File: config.mk
export PLATFORM = sky130hd
export DESIGN_NAME = instr_reg_scheduler_flat
export DESIGN_NICKNAME = d
export VERILOG_FILES = /design/src/rtl/instr_register_pkg.sv /design/src/rtl/instr_reg_scheduler_if.sv /design/src/rtl/instr_reg_scheduler_rr_arbiter2.sv /design/src/rtl/instr_reg_scheduler.sv /design/src/flat_wrapper.sv
export SDC_FILE = /design/constraint.sdc
export NUM_CORES = 1
export LEC_CHECK = 0
export CAP_MARGIN = 10
export CORE_UTILIZATION = 34
export DETAILED_ROUTE_END_ITERATION = 12
export GPL_ROUTABILITY_DRIVEN = 0
export PLACE_DENSITY = 0.7
export SYNTH_ARGS = -nofsm -noshare
export SYNTH_HDL_FRONTEND = slang
export SYNTH_SLANG_ARGS = --single-unit
File: constraint.sdc
create_clock -name clk -period 1.8 [get_ports clk]
set_clock_uncertainty 0.2 [all_clocks]
set_input_delay 0.36 -clock clk [delete_from_list [all_inputs] [get_ports clk]]
set_output_delay 0.36 -clock clk [all_outputs]
set_load 0.02 [all_outputs]
File: src/rtl/instr_register_pkg.sv
// Shared types for the instruction register and its load/read scheduler.
// The opcode and operand types are the instruction register's own; the rest belongs to the scheduler.
package instr_register_pkg;

   typedef enum logic [3:0] {
      ZERO, PASSA, PASSB, ADD, SUB, MULT, DIV, MOD
   } opcode_t;

   typedef logic signed [31:0] operand_t;
   typedef logic [4:0]         address_t;

   typedef struct packed {
      opcode_t  opc;
      operand_t op_a;
      operand_t op_b;
   } instr_t;

   localparam int unsigned DEPTH = 32;

   typedef enum logic [1:0] {
      IDLE,
      LOAD,
      FULL
   } sched_state_e;

endpackage

File: src/rtl/instr_reg_scheduler_if.sv
// Requester, write and read signals between the scheduler and the instruction register side.
// Signal names match the instruction register's tb_ifc, so the two connect with no glue logic.
interface instr_reg_scheduler_if;
   import instr_register_pkg::*;

   logic       req0_valid, req1_valid;
   logic       req0_ready, req1_ready;
   opcode_t    req0_opcode, req1_opcode;
   operand_t   req0_operand_a, req0_operand_b;
   operand_t   req1_operand_a, req1_operand_b;

   logic       load_en;
   address_t   write_pointer;
   opcode_t    opcode;
   operand_t   operand_a, operand_b;

   logic       rd_req;
   address_t   rd_ptr;
   address_t   read_pointer;
   logic       rd_valid;

   logic [5:0] count;
   logic       full;

   modport slave (
      input  req0_valid, req1_valid, req0_opcode, req1_opcode,
             req0_operand_a, req0_operand_b, req1_operand_a, req1_operand_b,
             rd_req, rd_ptr,
      output req0_ready, req1_ready, load_en, write_pointer, opcode,
             operand_a, operand_b, read_pointer, rd_valid, count, full
   );

   modport master (
      output req0_valid, req1_valid, req0_opcode, req1_opcode,
             req0_operand_a, req0_operand_b, req1_operand_a, req1_operand_b,
             rd_req, rd_ptr,
      input  req0_ready, req1_ready, load_en, write_pointer, opcode,
             operand_a, operand_b, read_pointer, rd_valid, count, full
   );

endinterface

File: src/rtl/instr_reg_scheduler_rr_arbiter2.sv
// Two-requester round-robin arbiter: a tie goes to the requester that was not granted last.
// rr_last resets to 1, so requester 0 wins the first tie.
module rr_arbiter2 (
   input  logic       clk,
   input  logic       rst_n,
   input  logic [1:0] valid_i,
   input  logic       enable_i,
   output logic [1:0] grant_o
);

   logic rr_last_q;

   always_comb begin
      // NOTE: default first so every path assigns grant_o and no latch is inferred.
      grant_o = 2'b00;
      if (enable_i) begin
         unique case (valid_i)
            2'b01:   grant_o = 2'b01;
            2'b10:   grant_o = 2'b10;
            2'b11:   grant_o = rr_last_q ? 2'b01 : 2'b10;
            default: grant_o = 2'b00;
         endcase
      end
   end

   // NOTE: sequential state uses non-blocking assignments so all flops update together.
   always_ff @(posedge clk or negedge rst_n) begin
      if (!rst_n) begin
         rr_last_q <= 1'b1;
      end else if (|grant_o) begin
         rr_last_q <= grant_o[1];
      end
   end

endmodule

File: src/rtl/instr_reg_scheduler.sv
// Arbitrates two requesters into registered instruction-register writes and schedules reads.
// With WRAP_EN=0 the block locks in FULL after 32 loads until reset.
module instr_reg_scheduler
   import instr_register_pkg::*;
#(
   parameter bit WRAP_EN = 1'b1
) (
   input  logic                 clk,
   input  logic                 reset_n,
   instr_reg_scheduler_if.slave bus
);

   localparam logic [5:0] DEPTH_CNT = 6'(DEPTH);

   sched_state_e state_q;
   logic         load_en_q;
   address_t     write_pointer_q;
   logic [5:0]   count_q;
   instr_t       instr_q;

   address_t     read_pointer_q;
   logic         rd_valid_q;
   logic         hazard_q;

   logic [1:0]   grant;
   logic         slot_free;
   logic         xfer;
   logic         hazard;
   instr_t       req_instr;

   // In LOAD with 31 entries written, the pending load is the 32nd, so nothing more may enter.
   assign slot_free = reset_n && (state_q != FULL) &&
                      (WRAP_EN || (state_q == IDLE) || (count_q != DEPTH_CNT - 6'd1));

   rr_arbiter2 u_arb (
      .clk      (clk),
      .rst_n    (reset_n),
      .valid_i  ({bus.req1_valid, bus.req0_valid}),
      .enable_i (slot_free),
      .grant_o  (grant)
   );

   assign xfer      = |grant;
   assign req_instr = grant[1] ? {bus.req1_opcode, bus.req1_operand_a, bus.req1_operand_b}
                               : {bus.req0_opcode, bus.req0_operand_a, bus.req0_operand_b};

   always_ff @(posedge clk or negedge reset_n) begin
      if (!reset_n) begin
         state_q         <= IDLE;
         load_en_q       <= 1'b0;
         write_pointer_q <= '0;
         count_q         <= '0;
         instr_q         <= '{opc: ZERO, op_a: '0, op_b: '0};
      end else begin
         load_en_q <= xfer;
         if (xfer) begin
            instr_q <= req_instr;
         end
         if (load_en_q) begin
            write_pointer_q <= write_pointer_q + 5'd1;
            if (count_q != DEPTH_CNT) begin
               count_q <= count_q + 6'd1;
            end
         end
         unique case (state_q)
            IDLE: if (xfer) state_q <= LOAD;
            LOAD: begin
               if (!WRAP_EN && (count_q == DEPTH_CNT - 6'd1)) begin
                  state_q <= FULL;
               end else if (!xfer) begin
                  state_q <= IDLE;
               end
            end
            FULL:    state_q <= FULL;
            default: state_q <= IDLE;
         endcase
      end
   end

   // A read of the entry being written this cycle waits one extra cycle for the new data.
   assign hazard = bus.rd_req && load_en_q && (bus.rd_ptr == write_pointer_q);

   always_ff @(posedge clk or negedge reset_n) begin
      if (!reset_n) begin
         read_pointer_q <= '0;
         rd_valid_q     <= 1'b0;
         hazard_q       <= 1'b0;
      end else begin
         if (bus.rd_req) begin
            read_pointer_q <= bus.rd_ptr;
         end
         hazard_q   <= hazard;
         rd_valid_q <= (bus.rd_req && !hazard) || hazard_q;
      end
   end

   assign bus.req0_ready    = grant[0];
   assign bus.req1_ready    = grant[1];
   assign bus.load_en       = load_en_q;
   assign bus.write_pointer = write_pointer_q;
   assign bus.opcode        = instr_q.opc;
   assign bus.operand_a     = instr_q.op_a;
   assign bus.operand_b     = instr_q.op_b;
   assign bus.read_pointer  = read_pointer_q;
   assign bus.rd_valid      = rd_valid_q;
   assign bus.count         = count_q;
   assign bus.full          = (state_q == FULL);

endmodule

File: src/flat_wrapper.sv
// flat-port wrapper written by rule: the top's interface ports become plain ports
module instr_reg_scheduler_flat import instr_register_pkg::*;
#(
   parameter bit WRAP_EN = 1'b1
)
  (clk, reset_n, bus_req0_valid, bus_req1_valid, bus_req0_opcode, bus_req1_opcode, bus_req0_operand_a, bus_req0_operand_b, bus_req1_operand_a, bus_req1_operand_b, bus_rd_req, bus_rd_ptr, bus_req0_ready, bus_req1_ready, bus_load_en, bus_write_pointer, bus_opcode, bus_operand_a, bus_operand_b, bus_read_pointer, bus_rd_valid, bus_count, bus_full);
  instr_reg_scheduler_if bus_i ();
  input  logic clk;
  input  logic reset_n;
  input wire logic [$bits(bus_i.req0_valid)-1:0] bus_req0_valid;
  input wire logic [$bits(bus_i.req1_valid)-1:0] bus_req1_valid;
  input wire logic [$bits(bus_i.req0_opcode)-1:0] bus_req0_opcode;
  input wire logic [$bits(bus_i.req1_opcode)-1:0] bus_req1_opcode;
  input wire logic [$bits(bus_i.req0_operand_a)-1:0] bus_req0_operand_a;
  input wire logic [$bits(bus_i.req0_operand_b)-1:0] bus_req0_operand_b;
  input wire logic [$bits(bus_i.req1_operand_a)-1:0] bus_req1_operand_a;
  input wire logic [$bits(bus_i.req1_operand_b)-1:0] bus_req1_operand_b;
  input wire logic [$bits(bus_i.rd_req)-1:0] bus_rd_req;
  input wire logic [$bits(bus_i.rd_ptr)-1:0] bus_rd_ptr;
  output wire logic [$bits(bus_i.req0_ready)-1:0] bus_req0_ready;
  output wire logic [$bits(bus_i.req1_ready)-1:0] bus_req1_ready;
  output wire logic [$bits(bus_i.load_en)-1:0] bus_load_en;
  output wire logic [$bits(bus_i.write_pointer)-1:0] bus_write_pointer;
  output wire logic [$bits(bus_i.opcode)-1:0] bus_opcode;
  output wire logic [$bits(bus_i.operand_a)-1:0] bus_operand_a;
  output wire logic [$bits(bus_i.operand_b)-1:0] bus_operand_b;
  output wire logic [$bits(bus_i.read_pointer)-1:0] bus_read_pointer;
  output wire logic [$bits(bus_i.rd_valid)-1:0] bus_rd_valid;
  output wire logic [$bits(bus_i.count)-1:0] bus_count;
  output wire logic [$bits(bus_i.full)-1:0] bus_full;
  assign bus_i.req0_valid = bus_req0_valid;
  assign bus_i.req1_valid = bus_req1_valid;
  assign bus_i.req0_opcode = bus_req0_opcode;
  assign bus_i.req1_opcode = bus_req1_opcode;
  assign bus_i.req0_operand_a = bus_req0_operand_a;
  assign bus_i.req0_operand_b = bus_req0_operand_b;
  assign bus_i.req1_operand_a = bus_req1_operand_a;
  assign bus_i.req1_operand_b = bus_req1_operand_b;
  assign bus_i.rd_req = bus_rd_req;
  assign bus_i.rd_ptr = bus_rd_ptr;
  assign bus_req0_ready = bus_i.req0_ready;
  assign bus_req1_ready = bus_i.req1_ready;
  assign bus_load_en = bus_i.load_en;
  assign bus_write_pointer = bus_i.write_pointer;
  assign bus_opcode = bus_i.opcode;
  assign bus_operand_a = bus_i.operand_a;
  assign bus_operand_b = bus_i.operand_b;
  assign bus_read_pointer = bus_i.read_pointer;
  assign bus_rd_valid = bus_i.rd_valid;
  assign bus_count = bus_i.count;
  assign bus_full = bus_i.full;
  instr_reg_scheduler #(.WRAP_EN(WRAP_EN)) u_core (.clk(clk), .reset_n(reset_n), .bus(bus_i));
endmodule
==> flow_summary.ini, run 1 <==
[run_status]
status = finished, violations left
failed_checks = hold timing, setup timing

[synthesis]
synth_top_flop_cell = dfrtp_1
synth_cell_type_count = 32
syn_nets = 728
syn_area_um2 = 5350
avgSynthCellArea_um2 = 9.24
ys_seq_area_frac = 0.421
async_flop_share = 1.00
synth_warnings = 0
yosys_register_bits = 90
netlist_instances = 579
synth-edff-count = 0

[global_routing]
track_usage = 0.282
grt_max_degree = 119
grt_pass1_wl_um = 35300
gr-total-overflow = 0
antenna_found_initial = 1
grt_pass1_vias = 6235

[place]
io_buffers = 234
dp_hpwl_um = 11600
placed_area_um2 = 7780

[floorplanning]
rows = 45
ios = 235
die_x_um = 127
coreArea_um2 = 15300
die_area_um2 = 16200
fp.dieH_um = 127
start_util = 0.350

[detailed_routing]
dr_total_vias = 6610
remaining_drc_errors = 0
drt_iter0_markers = 489
wl_um = 27000
ant_nets = 0
firstDrtPassIters = 5
wire_per_inst_um = 25.8
via_per_inst = 6.31

[power]
power_frac_seq = 0.333
p_leak_nw = 4.11
switching_share = 0.389
power.switching_mw = 3.46
power.density_nw_per_um2 = 805
clkPwrFrac = 0.213
power_frac_comb = 0.454
intPower_mw = 5.42
vdd_ir_drop_max_v = 0.000525

[finish]
layout-drive-gt1-share = 0.340
final_cell_mix = clkdlybuf4s50_1, dfrtp_1, dlygate4sd2_1
final_common_cell = clkdlybuf4s50_1
area_growth_pct = 106
utilization = 0.723
nets = 980
design_area_um2 = 11000

[worst_setup_path]
crit_family = flip-flops
cp_common_cell = buf_6
required_ns = 1.24
path_cells = buf_6 -> nor2b_4 -> or4_4 -> inv_4 -> buf_6
slowest_stage = dfstp_2
start_kind = flop
cp_data_arrival_time_ns = 1.68
crit_type = reg2out
path_buf_inv = 3
cp_max_fo = 2
critPathMaxStageDelay_ns = 0.55
endpoint_kind = output pin

[cts]
cts_max_path_buffers = 2
cts_buffers = 9
cts_root_buf = clkbuf_16
cts_tree = done
clock_latency_ns = 0.36
clk_pin_slew_worst_paths_ns = 0.07
clkSinkCount = 90
htreeDepth = 3

[sta]
post-route-period-util = 1.24
rsz0062_at_grt = true
layout_min_cycle_time_ns = 2.24
finalWorstSetupSlack_ns = -0.438
tightest_slew_ns = 1.01
report.final.slew_viol_count = 0
setup_viol = 73
hold_violations = 31
hold_slack_ns = -0.106
relSlewSlack = 0.325
fmax_mhz = 447

[worst_hold_path]
hp-class = in2async

[flow_run]
maxCapViolCount = 0
==> power groups by stage <==
stage                     clock [mW]  combinational (mW)  sequential (mW)
final                           1.89                4.03             2.95
after global routing            1.97                4.24             3.01
after CTS                       1.87                3.30             2.89
after detailed placement           0                3.33             2.89
after global placement             0                3.24             2.88
after floorplan                    0                1.06             3.43
==> worst register-to-register path, cell delays in order, from the launching register on <==
cell	delay [ns]
dfrtp_1	0.38
nor2b_4	0.13
buf_6	0.12
buf_8	0.13
buf_12	0.15
buf_12	0.13
buf_16	0.12
or4_4	0.49
a31oi_1	0.19
==> worst paths after layout <==
check | from | to | cells past startpoint | slack (ns)
setup / recovery | u_core.u_arb.rr_last_q | bus_req0_ready | 5 | -0.44
hold / removal | reset_n | u_core.bus.operand_a[6] | 2 | -0.11
setup reg to reg | u_core.state_q[1] | u_core.bus.operand_a[0] | 8 | -0.32
hold reg to reg | u_core.state_q[0] | u_core.state_q[1] | 1 | 0.29
max in group asynchronous | reset_n | u_core.bus.read_pointer[4] | 3 | 0.38
min in group clk | u_core.state_q[0] | u_core.state_q[1] | 1 | 0.29
==> flip-flops by register name, summed over array words and instances, names as in the netlist <==
name                      cells
u_core.u_arb.rr_last_q        1
u_core.hazard_q               1
u_core.bus.write_pointer      5
u_core.bus.rd_valid           1
u_core.bus.read_pointer       5
u_core.state_q                2
u_core.bus.operand_b         32
u_core.bus.opcode             4
u_core.bus.load_en            1
u_core.bus.count              6
u_core.bus.operand_a         32
==> metrics by stage <==
step	power (mW)	instances	TNS, ns	worst slack, ns
2_1_floorplan	4.49	579	-0.202	-0.121
3_3_place_gp	6.12	957	-48.98	-0.993
3_5_place_dp	6.22	957	-54.84	-1.03
4_1_cts	8.07	1022	-17.96	-0.456
5_1_grt	9.21	1048	-17.24	-0.478
6_report	8.87	1048	-13.80	-0.438
==> cell families (layout without fill, tap and decap cells) <==
family,count (synthesis),count (layout),share of synthesized area
simple gates,225,225,0.246
compound gates,142,142,0.199
buf+inv,99,356,0.0903
flops,90,90,0.421
xor+xnor,13,13,0.0213
mux,7,7,0.0147
fa+ha+maj,3,3,0.00702
other cells,0,1,0
==> synthesized netlist by cell type (2+ instances only) <==
cell / number / area, um2
dfrtp_1: 89 / 2230
buf_6: 12 / 135
mux2_2: 7 / 78.8
nor2_1: 2 / 7.51
nand2_1: 73 / 274
nor4_1: 68 / 425
nor2b_1: 3 / 18.8
xnor2_1: 11 / 96.3
o41ai_1: 68 / 596
clkbuf_1: 66 / 248
a31oi_1: 68 / 425
or4_1: 68 / 510
inv_1: 3 / 11.3
ha_1: 3 / 37.5
buf_2: 14 / 70.1
nand4_1: 5 / 31.3
inv_2: 3 / 11.3
xor2_1: 2 / 17.5
==> routing by layer <==
layer | track usage | routed length, um
met1 | 0.350 | 10600
met2 | 0.471 | 13000
met3 | 0.0687 | 2230
met4 | 0.111 | 1180
met5 | 0 | 0
==> cell type report <==
cell class | count | area [um2]
fillers | 1018 | 4230
inverters | 6 | 32.5
diodes | 1 | 2.50
clock buffers | 9 | 225
multi-input cells | 390 | 4230
clock inverters | 7 | 60.1
repair buffers | 334 | 3960
well taps | 211 | 264
flip-flops and latches | 90 | 2250
==> repair_timing <==
item | CTS | global route
cloned | 24 | 16
endpoints found under the setup margin | 159 | 74
gates resized for setup | 259 | 126
pin swaps | 188 | 62
buffers inserted | 25 | 16
hold endpoints to repair | 31 | 31
No activity file was read; power rests on OpenSTA's default activity.
==> inputs of run 2 (changes only) <==
--- a/config.mk
+++ b/config.mk
@@ -10,6 +10,7 @@
 export DETAILED_ROUTE_END_ITERATION = 12
 export GPL_ROUTABILITY_DRIVEN = 0
 export PLACE_DENSITY = 0.7
+export REMOVE_ABC_BUFFERS = 1
 export SYNTH_ARGS = -nofsm -noshare
 export SYNTH_HDL_FRONTEND = slang
 export SYNTH_SLANG_ARGS = --single-unit
==> run 2 against run 1 <==
  * Sequential power about the same
  * Final area shrank 9.4%
  * Global-route usage decreased by 2.5 points
  * Core utilization down 6.8 points
  * Worst setup slack improved by 0.11 ns
  * The flow still finishes with violations (hold timing, setup timing)
  * Register-to-register slack gained 0.02 ns
  * Hold slack lost 0.0059 ns
  * Clock-buffer cell count stayed put
==> flow_summary.ini, run 2 (same netlist as run 1, synthesis figures left out) <==
[floorplanning]
die_x_um = 127
start_util = 0.350
die_area_um2 = 16200
fp.dieH_um = 127
coreArea_um2 = 15300
ios = 235
rows = 45

[worst_setup_path]
required_ns = 1.24
crit_type = reg2out
cp_max_fo = 3
cp_data_arrival_time_ns = 1.56
endpoint_kind = output pin
start_kind = flop

[finish]
layout-drive-gt1-share = 0.261
n_antenna_cell = 0
area_growth_pct = 86.7
final_cell_mix = clkdlybuf4s50_1, dfrtp_1, dlygate4sd2_1
final_common_cell = clkdlybuf4s50_1
nets = 968

[global_routing]
gr-total-overflow = 0
grt_max_degree = 91
track_usage = 0.257
grt_pass1_wl_um = 32300
antenna_found_initial = 0
grt_pass1_vias = 5879

[cts]
clk_pin_slew_worst_paths_ns = 0.06
cts_buffers = 9
cts_max_path_buffers = 2
clock_latency_ns = 0.34
htreeDepth = 3
cts_root_buf = clkbuf_16
cts_tree = done
clkSinkCount = 90

[detailed_routing]
remaining_drc_errors = 0
wl_um = 23600
drt_iter0_markers = 567
via_per_inst = 6.10
firstDrtPassIters = 4
dr_total_vias = 6315
ant_nets = 0
wire_per_inst_um = 22.8

[power]
total_power_mw = 8.64
power.density_nw_per_um2 = 865
p_leak_nw = 3.88
vdd_ir_drop_max_v = 0.000445

[sta]
relSlewSlack = 0.366
layout_min_cycle_time_ns = 2.12
finalWorstSetupSlack_ns = -0.324
fmax_mhz = 471
setup_viol = 71
post-route-period-util = 1.18
rsz0062_at_grt = true
report.final.slew_viol_count = 0
hold_violations = 36
hold_slack_ns = -0.112
tightest_slew_ns = 0.952

[place]
io_buffers = 234
dp_hpwl_um = 11500
post-place-ws_ns = -0.951

[run_status]
failed_checks = hold timing, setup timing
status = finished, violations left

[worst_hold_path]
hp-class = in2async

[flow_run]
maxCapViolCount = 0
run 2: cell count changes in the layout (fill, tap and decap cells not counted), moves of 5 or more:
cell,before,now
nor4_1,28,59
buf_12,17,10
nor4_4,31,0
o41ai_4,24,16
a31oi_4,17,8
or4_1,40,45
or4_4,29,24
o41ai_1,12,24
buf_16,24,19
a31oi_1,48,56
buf_6,24,16
buf_4,24,31
run 2: cell type report:
class | count | area, um2
Multi-Input combinational cell | 390 | 3430
Timing Repair Buffer | 322 | 3720
Clock inverter | 7 | 68.8
Inverter | 6 | 25.0
Tap cell | 211 | 264
Clock buffer | 9 | 225
Sequential cell | 90 | 2250
Fill cell | 1188 | 5270
run 2: repair_timing:
item,in CTS,in global routing
pin swaps,35,81
setup buffers,9,13
cloned,17,15
gates resized for setup,164,110
setup endpoints to repair,159,73
endpoints found under the hold margin,36,36
run 2: layer usage:
metal | vias up | wire length, um | GRT usage
li1 | 2816 | - | -
met1 | 3076 | 9630 | 0.339
met2 | 376 | 11300 | 0.406
met3 | 47 | 2150 | 0.0603
met4 | 0 | 561 | 0.104
met5 | - | 0 | 0
run 2: critical path, cell delays in order, from the launching register on:
cell and delay [ns]:
dfstp_2 0.58, nor2b_4 0.06, or4_4 0.42, inv_2 0.07, buf_6 0.11
run 2: path summary, 6_finish.rpt:
kind / from / end / slack [ns] / cells after the start
min in group clk: u_core.state_q[0] / u_core.state_q[1] / 0.28 / 1
worst min-delay path: reset_n / u_core.bus.operand_b[30] / -0.11 / 2
max in group asynchronous: reset_n / u_core.bus.operand_a[9] / 0.40 / 3
worst max-delay path: u_core.u_arb.rr_last_q / bus_req0_ready / -0.32 / 4
worst max register to register: u_core.u_arb.rr_last_q / u_core.bus.operand_b[27] / -0.30 / 6
worst min register to register: u_core.state_q[0] / u_core.state_q[1] / 0.28 / 1
run 2: where the power goes:
| part | internal, mW | switching, mW |
|---|---|---|
| Sequential | 2.50 | 0.417 |
| Clock | 1.07 | 0.824 |
| Combinational | 1.86 | 1.96 |
run 2: per-stage QoR:
step	utilization	setup TNS [ns]	hold slack, ns	instance area, um2	instances
2_1_floorplan	-	-529.17	-0.136	4890	486
3_3_place_gp	0.512	-44.43	0.268	7810	965
3_5_place_dp	0.512	-50.05	0.275	7810	965
4_1_cts	0.578	-14.82	-0.0941	8820	1007
5_1_grt	0.654	-17.28	-0.0660	9990	1035
6_report	0.654	-14.65	-0.112	9990	1035
==> inputs of run 3 (changes only) <==
--- a/config.mk
+++ b/config.mk
@@ -5,7 +5,7 @@
 export SDC_FILE = /design/constraint.sdc
 export NUM_CORES = 1
 export LEC_CHECK = 0
-export CAP_MARGIN = 10
+export CAP_MARGIN = 20
 export CORE_UTILIZATION = 34
 export DETAILED_ROUTE_END_ITERATION = 12
 export GPL_ROUTABILITY_DRIVEN = 0
==> results of run 3 <==
No change in the layout: final DEF, timing and power equal those of run 2.
